$ cat config.mk
export PLATFORM = sky130hd
export DESIGN_NAME = bus_arbiter_mux_flat
export DESIGN_NICKNAME = d
export VERILOG_FILES = /design/src/rtl/bus_arbiter_mux_pkg.sv /design/src/rtl/bus_arbiter_mux_if.sv /design/src/rtl/bus_arb_pick.sv /design/src/rtl/bus_arbiter_mux.sv /design/src/flat_wrapper.sv
export SDC_FILE = /design/constraint.sdc
export NUM_CORES = 1
export LEC_CHECK = 0
export ABC_AREA = 1
export CORE_AREA = 3 3 424 426
export DETAILED_ROUTE_END_ITERATION = 16
export DIE_AREA = 0 0 427 429
export MAX_ROUTING_LAYER = met4
export PLACE_DENSITY = 0.36
export SLEW_MARGIN = 40
export SYNTH_ARGS = -nofsm -noshare
export SYNTH_HDL_FRONTEND = slang
export SYNTH_SLANG_ARGS = --single-unit
$ cat constraint.sdc
create_clock -name clock -period 1.75 [get_ports clock]
set_input_delay 0.175 -clock clock [delete_from_list [all_inputs] [get_ports clock]]
set_output_delay 0.175 -clock clock [all_outputs]
set_load 0.05 [all_outputs]
$ cat src/rtl/bus_arbiter_mux_pkg.sv
// Shared types for the bus arbiter/mux: controller states and arbitration mode constants.
package bus_arbiter_mux_pkg;

  typedef enum logic [1:0] {
    IDLE  = 2'd0,
    DRIVE = 2'd1,
    FAULT = 2'd2
  } state_t;

  localparam int ARB_FIXED = 0;
  localparam int ARB_RR    = 1;

endpackage

$ cat src/rtl/bus_arbiter_mux_if.sv
// Request/data inputs and registered bus outputs of the arbiter/mux.
// The master modport belongs to the request side; the slave modport belongs to the arbiter.
interface bus_arbiter_mux_if #(
  parameter int WIDTH = 32,
  parameter int N_SRC = 32
);
  localparam int SEL_W = $clog2(N_SRC);

  logic [N_SRC-1:0]       src_req;
  logic [N_SRC*WIDTH-1:0] src_data;
  logic                   fault_ack;
  logic [WIDTH-1:0]       bus_out;
  logic                   bus_valid;
  logic [SEL_W-1:0]       bus_sel;
  logic                   multi_drive;
  logic                   fault;

  modport master (
    output src_req, src_data, fault_ack,
    input  bus_out, bus_valid, bus_sel, multi_drive, fault
  );

  modport slave (
    input  src_req, src_data, fault_ack,
    output bus_out, bus_valid, bus_sel, multi_drive, fault
  );
endinterface

$ cat src/rtl/bus_arb_pick.sv
// Combinational picker: first set request at or above start, wrapping modulo N_SRC.
// Zero latency; also flags any request and more than one request.
module bus_arb_pick #(
  parameter  int N_SRC = 32,
  localparam int SEL_W = $clog2(N_SRC)
) (
  input  logic [N_SRC-1:0] req,
  input  logic [SEL_W-1:0] start,
  output logic [SEL_W-1:0] winner,
  output logic             any,
  output logic             multi
);

  int idx;
  int cnt;

  always_comb begin
    winner = '0;
    any    = 1'b0;
    idx    = 0;
    cnt    = 0;
    // Wrap by subtraction so non-power-of-two N_SRC never yields an index past N_SRC-1.
    for (int k = 0; k < N_SRC; k++) begin
      idx = int'(start) + k;
      if (idx >= N_SRC) idx = idx - N_SRC;
      if (req[idx] && !any) begin
        winner = SEL_W'(idx);
        any    = 1'b1;
      end
      cnt = cnt + int'(req[k]);
    end
    multi = (cnt > 1);
  end

endmodule

$ cat src/rtl/bus_arbiter_mux.sv
// Registered N_SRC-to-1 bus mux with fixed-priority or round-robin arbitration and sticky multi-driver fault.
// Latency 1 cycle from request to bus_out; no backpressure, requests are single-cycle and never queued.
module bus_arbiter_mux
  import bus_arbiter_mux_pkg::*;
#(
  parameter int WIDTH    = 32,
  parameter int N_SRC    = 32,
  parameter int ARB_MODE = ARB_FIXED
) (
  input  logic               clock,
  input  logic               clear,
  bus_arbiter_mux_if.slave   bus
);

  localparam int SEL_W = $clog2(N_SRC);

  state_t           state;
  state_t           state_nxt;
  logic [SEL_W-1:0] rr_ptr;
  logic [SEL_W-1:0] start;
  logic [SEL_W-1:0] winner;
  logic             any;
  logic             multi;
  logic [WIDTH-1:0] win_data;

  assign start = (ARB_MODE == ARB_RR) ? rr_ptr : '0;

  bus_arb_pick #(.N_SRC(N_SRC)) u_pick (
    .req    (bus.src_req),
    .start  (start),
    .winner (winner),
    .any    (any),
    .multi  (multi)
  );

  assign win_data  = bus.src_data[int'(winner)*WIDTH +: WIDTH];
  assign bus.fault = (state == FAULT);

  // A new conflict beats an acknowledge arriving in the same cycle.
  always_comb begin
    state_nxt = state;
    if (multi)
      state_nxt = FAULT;
    else if (state == FAULT && !bus.fault_ack)
      state_nxt = FAULT;
    else if (any)
      state_nxt = DRIVE;
    else
      state_nxt = IDLE;
  end

  always_ff @(posedge clock or posedge clear) begin
    if (clear) begin
      state           <= IDLE;
      rr_ptr          <= '0;
      bus.bus_out     <= '0;
      bus.bus_sel     <= '0;
      bus.bus_valid   <= 1'b0;
      bus.multi_drive <= 1'b0;
    end else begin
      state           <= state_nxt;
      bus.bus_valid   <= any;
      bus.multi_drive <= multi;
      if (any) begin
        bus.bus_out <= win_data;
        bus.bus_sel <= winner;
        rr_ptr      <= (winner == SEL_W'(N_SRC - 1)) ? '0 : winner + 1'b1;
      end
    end
  end

endmodule

$ cat src/flat_wrapper.sv
// flat-port wrapper written by rule: the top's interface ports become plain ports
module bus_arbiter_mux_flat import bus_arbiter_mux_pkg::*;
#(
  parameter int WIDTH    = 32,
  parameter int N_SRC    = 32,
  parameter int ARB_MODE = ARB_FIXED
)
  (clock, clear, bus_src_req, bus_src_data, bus_fault_ack, bus_bus_out, bus_bus_valid, bus_bus_sel, bus_multi_drive, bus_fault);
  bus_arbiter_mux_if #(.WIDTH(WIDTH), .N_SRC(N_SRC)) bus_i ();
  input  logic clock;
  input  logic clear;
  input wire logic [$bits(bus_i.src_req)-1:0] bus_src_req;
  input wire logic [$bits(bus_i.src_data)-1:0] bus_src_data;
  input wire logic [$bits(bus_i.fault_ack)-1:0] bus_fault_ack;
  output wire logic [$bits(bus_i.bus_out)-1:0] bus_bus_out;
  output wire logic [$bits(bus_i.bus_valid)-1:0] bus_bus_valid;
  output wire logic [$bits(bus_i.bus_sel)-1:0] bus_bus_sel;
  output wire logic [$bits(bus_i.multi_drive)-1:0] bus_multi_drive;
  output wire logic [$bits(bus_i.fault)-1:0] bus_fault;
  assign bus_i.src_req = bus_src_req;
  assign bus_i.src_data = bus_src_data;
  assign bus_i.fault_ack = bus_fault_ack;
  assign bus_bus_out = bus_i.bus_out;
  assign bus_bus_valid = bus_i.bus_valid;
  assign bus_bus_sel = bus_i.bus_sel;
  assign bus_multi_drive = bus_i.multi_drive;
  assign bus_fault = bus_i.fault;
  bus_arbiter_mux #(.WIDTH(WIDTH), .N_SRC(N_SRC), .ARB_MODE(ARB_MODE)) u_core (.clock(clock), .clear(clear), .bus(bus_i));
endmodule
==> results of run 1 <==
-- through the flow --
stage	instances	hold WS [ns]	util	area (um2)
final	7095	0.04587	0.2299	40480
after CTS	6998	0.01062	0.2150	37860
after detailed placement	6836	0.3905	0.1821	32060
after floorplan	3329	0.3086	-	16570
after global routing	7093	0.04199	0.2298	40480
after global placement	6834	0.3981	0.1818	32010
-- worst paths after layout --
kind,start,endpoint,slack [ns],cells past startpoint
worst max-delay path,bus_src_req[19],u_core.state[0],-2.55,18
worst min-delay path,clear,u_core.bus.bus_out[23],0.05,2
worst max register to register,u_core.state[0],u_core.state[0],0.92,4
worst min register to register,u_core.bus.bus_out[22],u_core.bus.bus_out[22],0.50,2
max in group asynchronous,clear,u_core.bus.bus_out[31],1.25,3
min in group clock,bus_fault_ack,u_core.state[1],0.48,4
-- flip-flops by register name, summed over array words and instances, names as in the netlist --
signal / count
u_core.state: 2
u_core.bus.bus_valid: 1
u_core.bus.multi_drive: 1
u_core.bus.bus_sel: 5
u_core.bus.bus_out: 32
-- report_power, final --
group	total, mW	switching [mW]	internal, mW	leakage [nW]
logic	13.5	6.90	6.55	18.4
clock network	1.33	0.611	0.720	0.0833
registers	1.16	0.0827	1.08	0.487
-- what timing repair did --
item,CTS,global route
gates cloned,51,21
setup endpoints to repair,41,41
hold endpoints to repair,0,0
setup buffers,117,76
pin swaps,208,264
gates resized for setup,817,481
-- routing by layer --
metal | share of wire | track usage | vias up
met5 | 0 | - | -
met1 | 0.41 | 0.2362 | 13730
li1 | - | - | 13430
met3 | 0.044 | 0.02007 | 126
met4 | 0.025 | 0.05127 | 0
met2 | 0.52 | 0.3467 | 974
-- cell usage in the layout (no fill, tap or decap), drive strengths merged --
cell type | Yosys | layout
a21oi | 1 | 1
nand2 | 1371 | 1372
a211o | 1 | 1
clkdlybuf4s15 | 0 | 2
bufinv | 0 | 1
nor2 | 28 | 28
nor3 | 3 | 3
clkbuf | 35 | 29
bufbuf | 0 | 6
o41ai | 2 | 2
fa | 24 | 24
dlymetal6s2s | 0 | 1
ha | 9 | 9
nand3 | 1110 | 1110
nor4 | 1 | 1
o21ai | 1 | 1
inv | 406 | 406
nand4 | 20 | 20
clkdlybuf4s50 | 0 | 1041
clkinvlp | 0 | 1
dfrtp | 41 | 41
dlygate4sd2 | 0 | 1
buf | 240 | 581
o211ai | 1 | 1
diode | 0 | 38
nand3b | 34 | 34
-- worst reg2reg max path, cell delays in order, from the launching register on --
cell	delay, ns
dfrtp_1	0.37
nor2_1	0.14
nand2_1	0.11
nand3_2	0.09
inv_2	0.03
-- cell families after synthesis --
| logic type | count (synthesis) |
|---|---|
| simple gates | 2567 |
| compound gates | 6 |
| fa+ha+maj | 33 |
| buf+inv | 682 |
| flops | 41 |
-- area by class of cell --
cell class | count | area [um2] | area share
well taps | 2340 | 2928 | 0.07232
diodes | 38 | 95.09 | 0.002349
repair buffers | 1655 | 18460 | 0.4561
multi-input cells | 2607 | 16230 | 0.4009
inverters | 406 | 1568 | 0.03873
flip-flops and latches | 41 | 1026 | 0.02534
clock inverters | 2 | 37.54 | 0.0009272
clock buffers | 6 | 138.9 | 0.003431
==> summary.txt, run 1 <==
clk sink count: 41
CP Cell Sequence: buf_6, fa_1, inv_2, fa_1, inv_1, fa_1, inv_2, fa_1, fa_1, fa_1, inv_1, ha_2, fa_1, nor4_2, nand2_1, inv_2, nand3_2, inv_2
height of the die: 429 um
VDD IR max: 0.6388 mV
most frequent cell after synthesis: nand2_1
Critical Path Start Type: primary input
CP Max Fanout: 2
P per Cell Area: 393.9 nW/um2
Vias: 28260
clock root buffer: clkbuf_16
EDFF count, synth: 0
Leak: 19.00 nW
Buffers & Inverters on Critical Path: 7
maximum clock rate: 232.4 MHz
failing checks: negative setup slack
fin crit share: 2.459
Async SR Flop Fraction: 1.000
fin. max-slew vios: 0
Seq cells post-synth: 41
Synth Cell Area: 16070 um2
Initial Utilization: 0.09123
setup_tns: -89.69 ns
# hold bufs at CTS: 0
share of the synthesized area in the top cell type: 0.3448
CTS Buf Count: 5
first-iteration detailed-routing DRC count: 1998
core area: 176100 um2
Hold Crit Class: in -> async
Site Rows: 154
clock slew at reported path FFs: 0.08 ns
CP top delay family: adder cells
drt wl/cell: 26.73 um
port bufs: 1098
overall power: 15.95 mW
syn nets: 4421
Post-DRT Antenna Nets: 0
final setup fails: 41
fillers: 20000
pre-CTS WS: -3.490 ns
XOR/XNOR Fraction of Synth Area: 0
mux cell area share after synthesis: 0
final worst slack: -2.554 ns
Ys Warns: 0
fin nets: 5808
first-pass GRT wire length: 242500 um
Post-synth top flop: dfrtp_1
vias in the first global route: 28660
Critical-path top delay cell: fa_1
unique cell type count in the Yosys netlist: 34
DRC: 0
largest net degree at the start of global routing: 80
RePlAce Congestion: 0.9310
WL final: 189600 um
adder-cell share of the synthesized area: 0.03691
Setup crit end kind: flip-flop
Max transition margin: 0.3998
die width: 427 um
Worst EP arrival: 4.59 ns
io pins: 1099
Post-Synth Simple-Gate Area: 0.7038
minimum clock period: 4.304 ns
clk_lat worst skew: 0.33 ns
total grt overflow: 0
Area contributors post-synth: nand3_1 (34%), nand2_1 (32%), inv_1 (9.5%)
run status: finished with violations
Bufs on Longest Clock Path: 2
CP max stage delay: 0.54 ns
CP Class: in -> reg
level count of the clock H-tree: 2
initial antenna violation count: 59
sequential area share after synthesis: 0.06386
worst slew pin tran: 0.9003 ns
Req. time, crit path: 2.03 ns
cell mode on critical path: fa_1
Syn Inst Count: 3329
RSZ-0062 raised after global routing: yes
P&R area growth vs syn: 152.0%
Synth Area in Compound Gates: 0.002726
Max-Cap Viols: 0
final hold violation count: 0
top cells by count, synth: nand2_1 (1369), nand3_1 (1107), inv_1 (405)
die area: 183200 um2
clock skew: 0.00006475 ns
layout cells sized above 1: 0.2996
TritonCTS clock tree: yes
drt via density: 3.983
syn avg cell area: 4.826 um2
GR Util All Layers: 0.1964
DP HPWL: 146800 um
main combinational cell family by area after synthesis: simple AND/OR/NAND/NOR gates
DR pass1 iterations: 6
area leader, netlist: nand3_1
Power figures use the tool's default switching activity.
==> run 2, diff against run 1 <==
CORE_AREA = 2 2 423 425   (was 3 3 424 426)
DIE_AREA = 0 0 425 427   (was 0 0 427 429)
==> summary.txt, run 2 (synthesis results as in run 1) <==
critical path endpoint: u_core.state[0]
Vias: 28210
worst slew pin tran: 0.8809 ns
Critical Path Start Type: primary input
CP Max Fanout: 2
R2R cell count: 4
DR pass1 iterations: 7
clock slew at reported path FFs: 0.08 ns
clk_lat worst skew: 0.31 ns
Setup crit end kind: flip-flop
WL final: 185400 um
CP Class: in -> reg
Largest regs: u_core.bus.bus_out x32, u_core.bus.bus_sel x5, u_core.state x2
clock skew: 0.0001923 ns
Post-DRT Antenna Nets: 0
GR Util All Layers: 0.1924
TritonCTS clock tree: yes
minimum clock period: 4.386 ns
DP HPWL: 142900 um
layout cells sized above 1: 0.3062
Site Rows: 155
height of the die: 427 um
final setup fails: 41
overall power: 15.54 mW
reg-to-reg setup timing slack: 0.65 ns
P per Cell Area: 382.5 nW/um2
core area: 177300 um2
fin. max-slew vios: 0
hold slack: 0.2015 ns
failing checks: negative setup slack
CTS Buf Count: 5
level count of the clock H-tree: 2
run status: finished with violations
fin nets: 5826
first-pass GRT wire length: 234100 um
VDD IR max: 0.7266 mV
die area: 181500 um2
RePlAce Congestion: 0.9369
maximum clock rate: 228.0 MHz
clk sink count: 41
RSZ-0062 raised after global routing: yes
P&R area growth vs syn: 152.9%
Max transition margin: 0.4127
fillers: 20110
first-iteration detailed-routing DRC count: 1896
Leak: 19.02 nW
largest net degree at the start of global routing: 68
RR Endpoint: u_core.state[0]
drt wl/cell: 25.99 um
Max-Cap Viols: 0
final hold violation count: 0
io pins: 1099
Most flops, register: u_core.bus.bus_out
Req. time, crit path: 2.01 ns
Worst EP arrival: 4.64 ns
max FFs per register: 32
clock root buffer: clkbuf_16
Initial Utilization: 0.09064
Hold Crit Class: in -> async
port bufs: 1098
total grt overflow: 0
CP startpoint: bus_src_req[21]
initial antenna violation count: 60
vias in the first global route: 27850
Bufs on Longest Clock Path: 2
final worst slack: -2.636 ns
commonest non-fill, non-tap cell in the layout: clkdlybuf4s50_1
most frequent cells in the layout: clkdlybuf4s50_1 (1040), nand2_1 (987), nand3_1 (721), inv_1 (389), nand3_2 (296)
DRC: 0
die width: 425 um
fin crit share: 2.507
drt via density: 3.954
RR Startpoint: u_core.state[0]
==> run 2: report_power, final <==
group	internal [mW]	total (mW)	switching (mW)
logic	6.48	13.3	6.81
registers	1.08	1.16	0.0780
clock network	0.530	1.09	0.560
==> run 2: what timing repair did <==
item                                    CTS  global route
endpoints found under the setup margin   41            41
pin swaps                               183           323
buffers inserted                        127            59
cloned                                   41            35
gates resized for setup                 772           574
hold buffers                              0             0
==> run 2: metal layers <==
layer | routed length (um) | track usage | up-vias
li1 | - | - | 13500
met4 | 4999 | 0.05561 | 0
met1 | 77470 | 0.2293 | 13660
met2 | 94600 | 0.3353 | 921
met5 | 0 | - | -
met3 | 8377 | 0.02640 | 135
==> run 2: cell type report <==
class / instances / area [um2] / area share
repair buffers: 1674 / 18650 / 0.4590
multi-input cells: 2606 / 16180 / 0.3983
well taps: 2355 / 2947 / 0.07252
inverters: 406 / 1567 / 0.03855
flip-flops and latches: 41 / 1026 / 0.02525
clock buffers: 5 / 125.1 / 0.003079
diodes: 46 / 115.1 / 0.002833
clock inverters: 3 / 17.52 / 0.0004311
==> run 2: worst min-delay path by stage <==
| stage | from | endpoint | slack (ns) | depth (start not counted) |
|---|---|---|---|---|
| finish | clear | u_core.bus.bus_sel[3] | 0.20 | 3 |
| global route | clear | u_core.bus.bus_sel[3] | 0.24 | 3 |
| global placement | u_core.bus.bus_sel[2] | u_core.bus.bus_sel[2] | 0.47 | 2 |
| floorplan | bus_src_req[31] | u_core.bus.bus_valid | 0.31 | 2 |
| detailed placement | u_core.bus.bus_sel[2] | u_core.bus.bus_sel[2] | 0.47 | 2 |
| CTS | clear | u_core.bus.bus_sel[3] | 0.21 | 3 |
==> run 2: per-stage QoR <==
step / utilization / setup WS, ns / area (um2) / TNS, ns / instances
3_3_place_gp: 0.1814 / -3.598 / 32150 / -129.76 / 6870
5_1_grt: 0.2292 / -2.782 / 40620 / -97.86 / 7131
6_report: 0.2292 / -2.636 / 40630 / -88.29 / 7136
3_5_place_dp: 0.1814 / -3.571 / 32150 / -130.65 / 6870
2_1_floorplan: - / -2.613 / 16570 / -65.22 / 3329
4_1_cts: 0.2117 / -2.745 / 37530 / -99.24 / 7035
==> run 2: critical path, cell delays in order <==
cell and delay [ns]:
buf_8 0.10, fa_1 0.52, inv_1 0.06, fa_1 0.49
inv_2 0.04, fa_1 0.51, inv_2 0.05, fa_1 0.55
fa_1 0.43, fa_1 0.50, inv_1 0.05, ha_2 0.18
fa_1 0.44, nor4_2 0.26, nand2_1 0.10, inv_1 0.08
nand3_1 0.06, inv_1 0.05
==> run 3, diff against run 2 <==
CORE_AREA = 4 4 425 427   (was 2 2 423 425)
DIE_AREA = 0 0 429 431   (was 0 0 425 427)
==> summary.txt, run 3 (synthesis results as in run 1) <==
CP Max Fanout: 2
final worst slack: -2.581 ns
initial antenna violation count: 54
commonest non-fill, non-tap cell in the layout: nand2_1
Buffers & Inverters on Critical Path: 7
placed inst area: 32570 um2
failing checks: negative setup slack
GR Util All Layers: 0.1949
minimum clock period: 4.331 ns
DR pass1 iterations: 6
Global Route met3 Usage: 0.02233
CP max stage delay: 0.53 ns
Bufs on Longest Clock Path: 2
Largest regs: u_core.bus.bus_out x32, u_core.bus.bus_sel x5, u_core.state x2
Post-DRT Antenna Nets: 0
Initial Utilization: 0.09123
Max transition margin: 0.5528
setup_tns: -92.62 ns
maximum clock rate: 230.9 MHz
DRC: 0
Most flops, register: u_core.bus.bus_out
fin. max-slew vios: 0
most used routing layer in global routing: met2
Worst EP arrival: 4.61 ns
CP top delay family: adder cells
final setup fails: 41
clock root buffer: clkbuf_16
worst slew pin tran: 0.6708 ns
Layout Cells excl Fill: 7146
run status: finished with violations
clk sink count: 41
DP HPWL: 144700 um
height of the die: 431 um
vias in the first global route: 29020
fin crit share: 2.475
die area: 184900 um2
Req. time, crit path: 2.03 ns
Leak: 18.52 nW
first-iteration detailed-routing DRC count: 2164
first-pass GRT wire length: 243300 um
fin nets: 5862
total grt overflow: 0
CP Cell Sequence: buf_8, fa_1, inv_1, fa_1, inv_1, fa_1, inv_1, fa_1, fa_1, fa_1, inv_2, ha_4, fa_1, nor4_2, nand2_1, inv_2, nand3_1, inv_1
CP Class: in -> reg
M1 GR Usage: 0.2287
Setup crit end kind: flip-flop
clk_lat worst skew: 0.33 ns
Critical-path top delay cell: fa_1
P&R area growth vs syn: 142.7%
Max-Cap Viols: 0
P per Cell Area: 388.3 nW/um2
most frequent cells in the layout: nand2_1 (1163), clkdlybuf4s50_1 (1041), nand3_1 (839), inv_1 (389), buf_4 (378)
level count of the clock H-tree: 2
met2 Track Usage GR: 0.3558
Hold Crit Class: in -> async
drt wl/cell: 25.99 um
drt via density: 3.916
layout cells sized above 1: 0.2501
Critical Path Start Type: primary input
clock slew at reported path FFs: 0.09 ns
overall power: 15.14 mW
core area: 176100 um2
RSZ-0062 raised after global routing: yes
# hold bufs at CTS: 0
WL final: 185800 um
Vias: 27990
Placed Cells: 6901
max FFs per register: 32
RePlAce Congestion: 0.9106
largest net degree at the start of global routing: 65
Final Util: 0.2214
port bufs: 1098
CTS Buf Count: 5
io pins: 1099
TritonCTS clock tree: yes
final non-filler cell area: 39000 um2
die width: 429 um
Site Rows: 154
final hold violation count: 0
clock skew: 0.00008357 ns
VDD IR max: 0.5694 mV
cell mode on critical path: fa_1
-- run 3: changes by cell type in the layout (fill, tap and decap cells not counted), sizes merged --
cell           previous run  this run
buf                     592       648
clkbuf                   35        10
diode                    46        35
bufbuf                    5        12
dlymetal6s2s              2         0
clkdlybuf4s50          1040      1041
clkinv                    3         4
dlygate4sd2               3         2
inv                     405       404
-- run 3: area by class of cell --
cell class	instances	area [um2]
fillers	20110	137100
clock buffers	5	125.1
well taps	2340	2928
diodes	35	87.58
repair buffers	1710	18630
multi-input cells	2606	14620
inverters	406	1572
clock inverters	3	17.52
flip-flops and latches	41	1026
-- run 3: repair_timing --
| action | 4_1_cts | 5_1_grt |
|---|---|---|
| gates resized for setup | 812 | 72 |
| setup endpoints to repair | 41 | 41 |
| cloned | 47 | 5 |
| buffers inserted | 150 | 21 |
| pin swaps | 199 | 45 |
-- run 3: path summary, 6_finish.rpt --
path	depth (start not counted)	slack, ns	to	start
worst max-delay path	18	-2.58	u_core.state[0]	bus_src_req[21]
worst min-delay path	2	0.12	u_core.bus.bus_out[18]	clear
worst max register to register	4	0.92	u_core.state[0]	u_core.state[0]
worst min register to register	2	0.49	u_core.bus.bus_out[24]	u_core.bus.bus_out[24]
max in group asynchronous	3	1.09	u_core.bus.bus_out[23]	clear
min in group clock	4	0.48	u_core.state[1]	bus_fault_ack
-- run 3: per-layer routing --
metal	wire, um	vias up
li1	-	13540
met1	76530	13470
met2	97550	875
met3	7866	109
met4	3812	0
met5	0	-
-- run 3: worst register-to-register path, stage by stage, from the launching register on --
cell and delay (ns):
dfrtp_1 0.36, nor2_1 0.14, nand2_1 0.09, nand3_1 0.09
inv_1 0.04
-- run 3: power breakdown --
group	total [mW]	switching (mW)	internal (mW)
logic	12.9	6.54	6.36
clock network	1.09	0.556	0.529
registers	1.15	0.0733	1.08
-- run 3: through the flow --
step / worst slack (ns) / hold WS, ns
2_1_floorplan: -2.613 / 0.3086
3_3_place_gp: -3.377 / 0.4684
3_5_place_dp: -3.343 / 0.4777
5_1_grt: -2.774 / 0.1342
6_report: -2.581 / 0.1239
4_1_cts: -2.610 / 0.09488
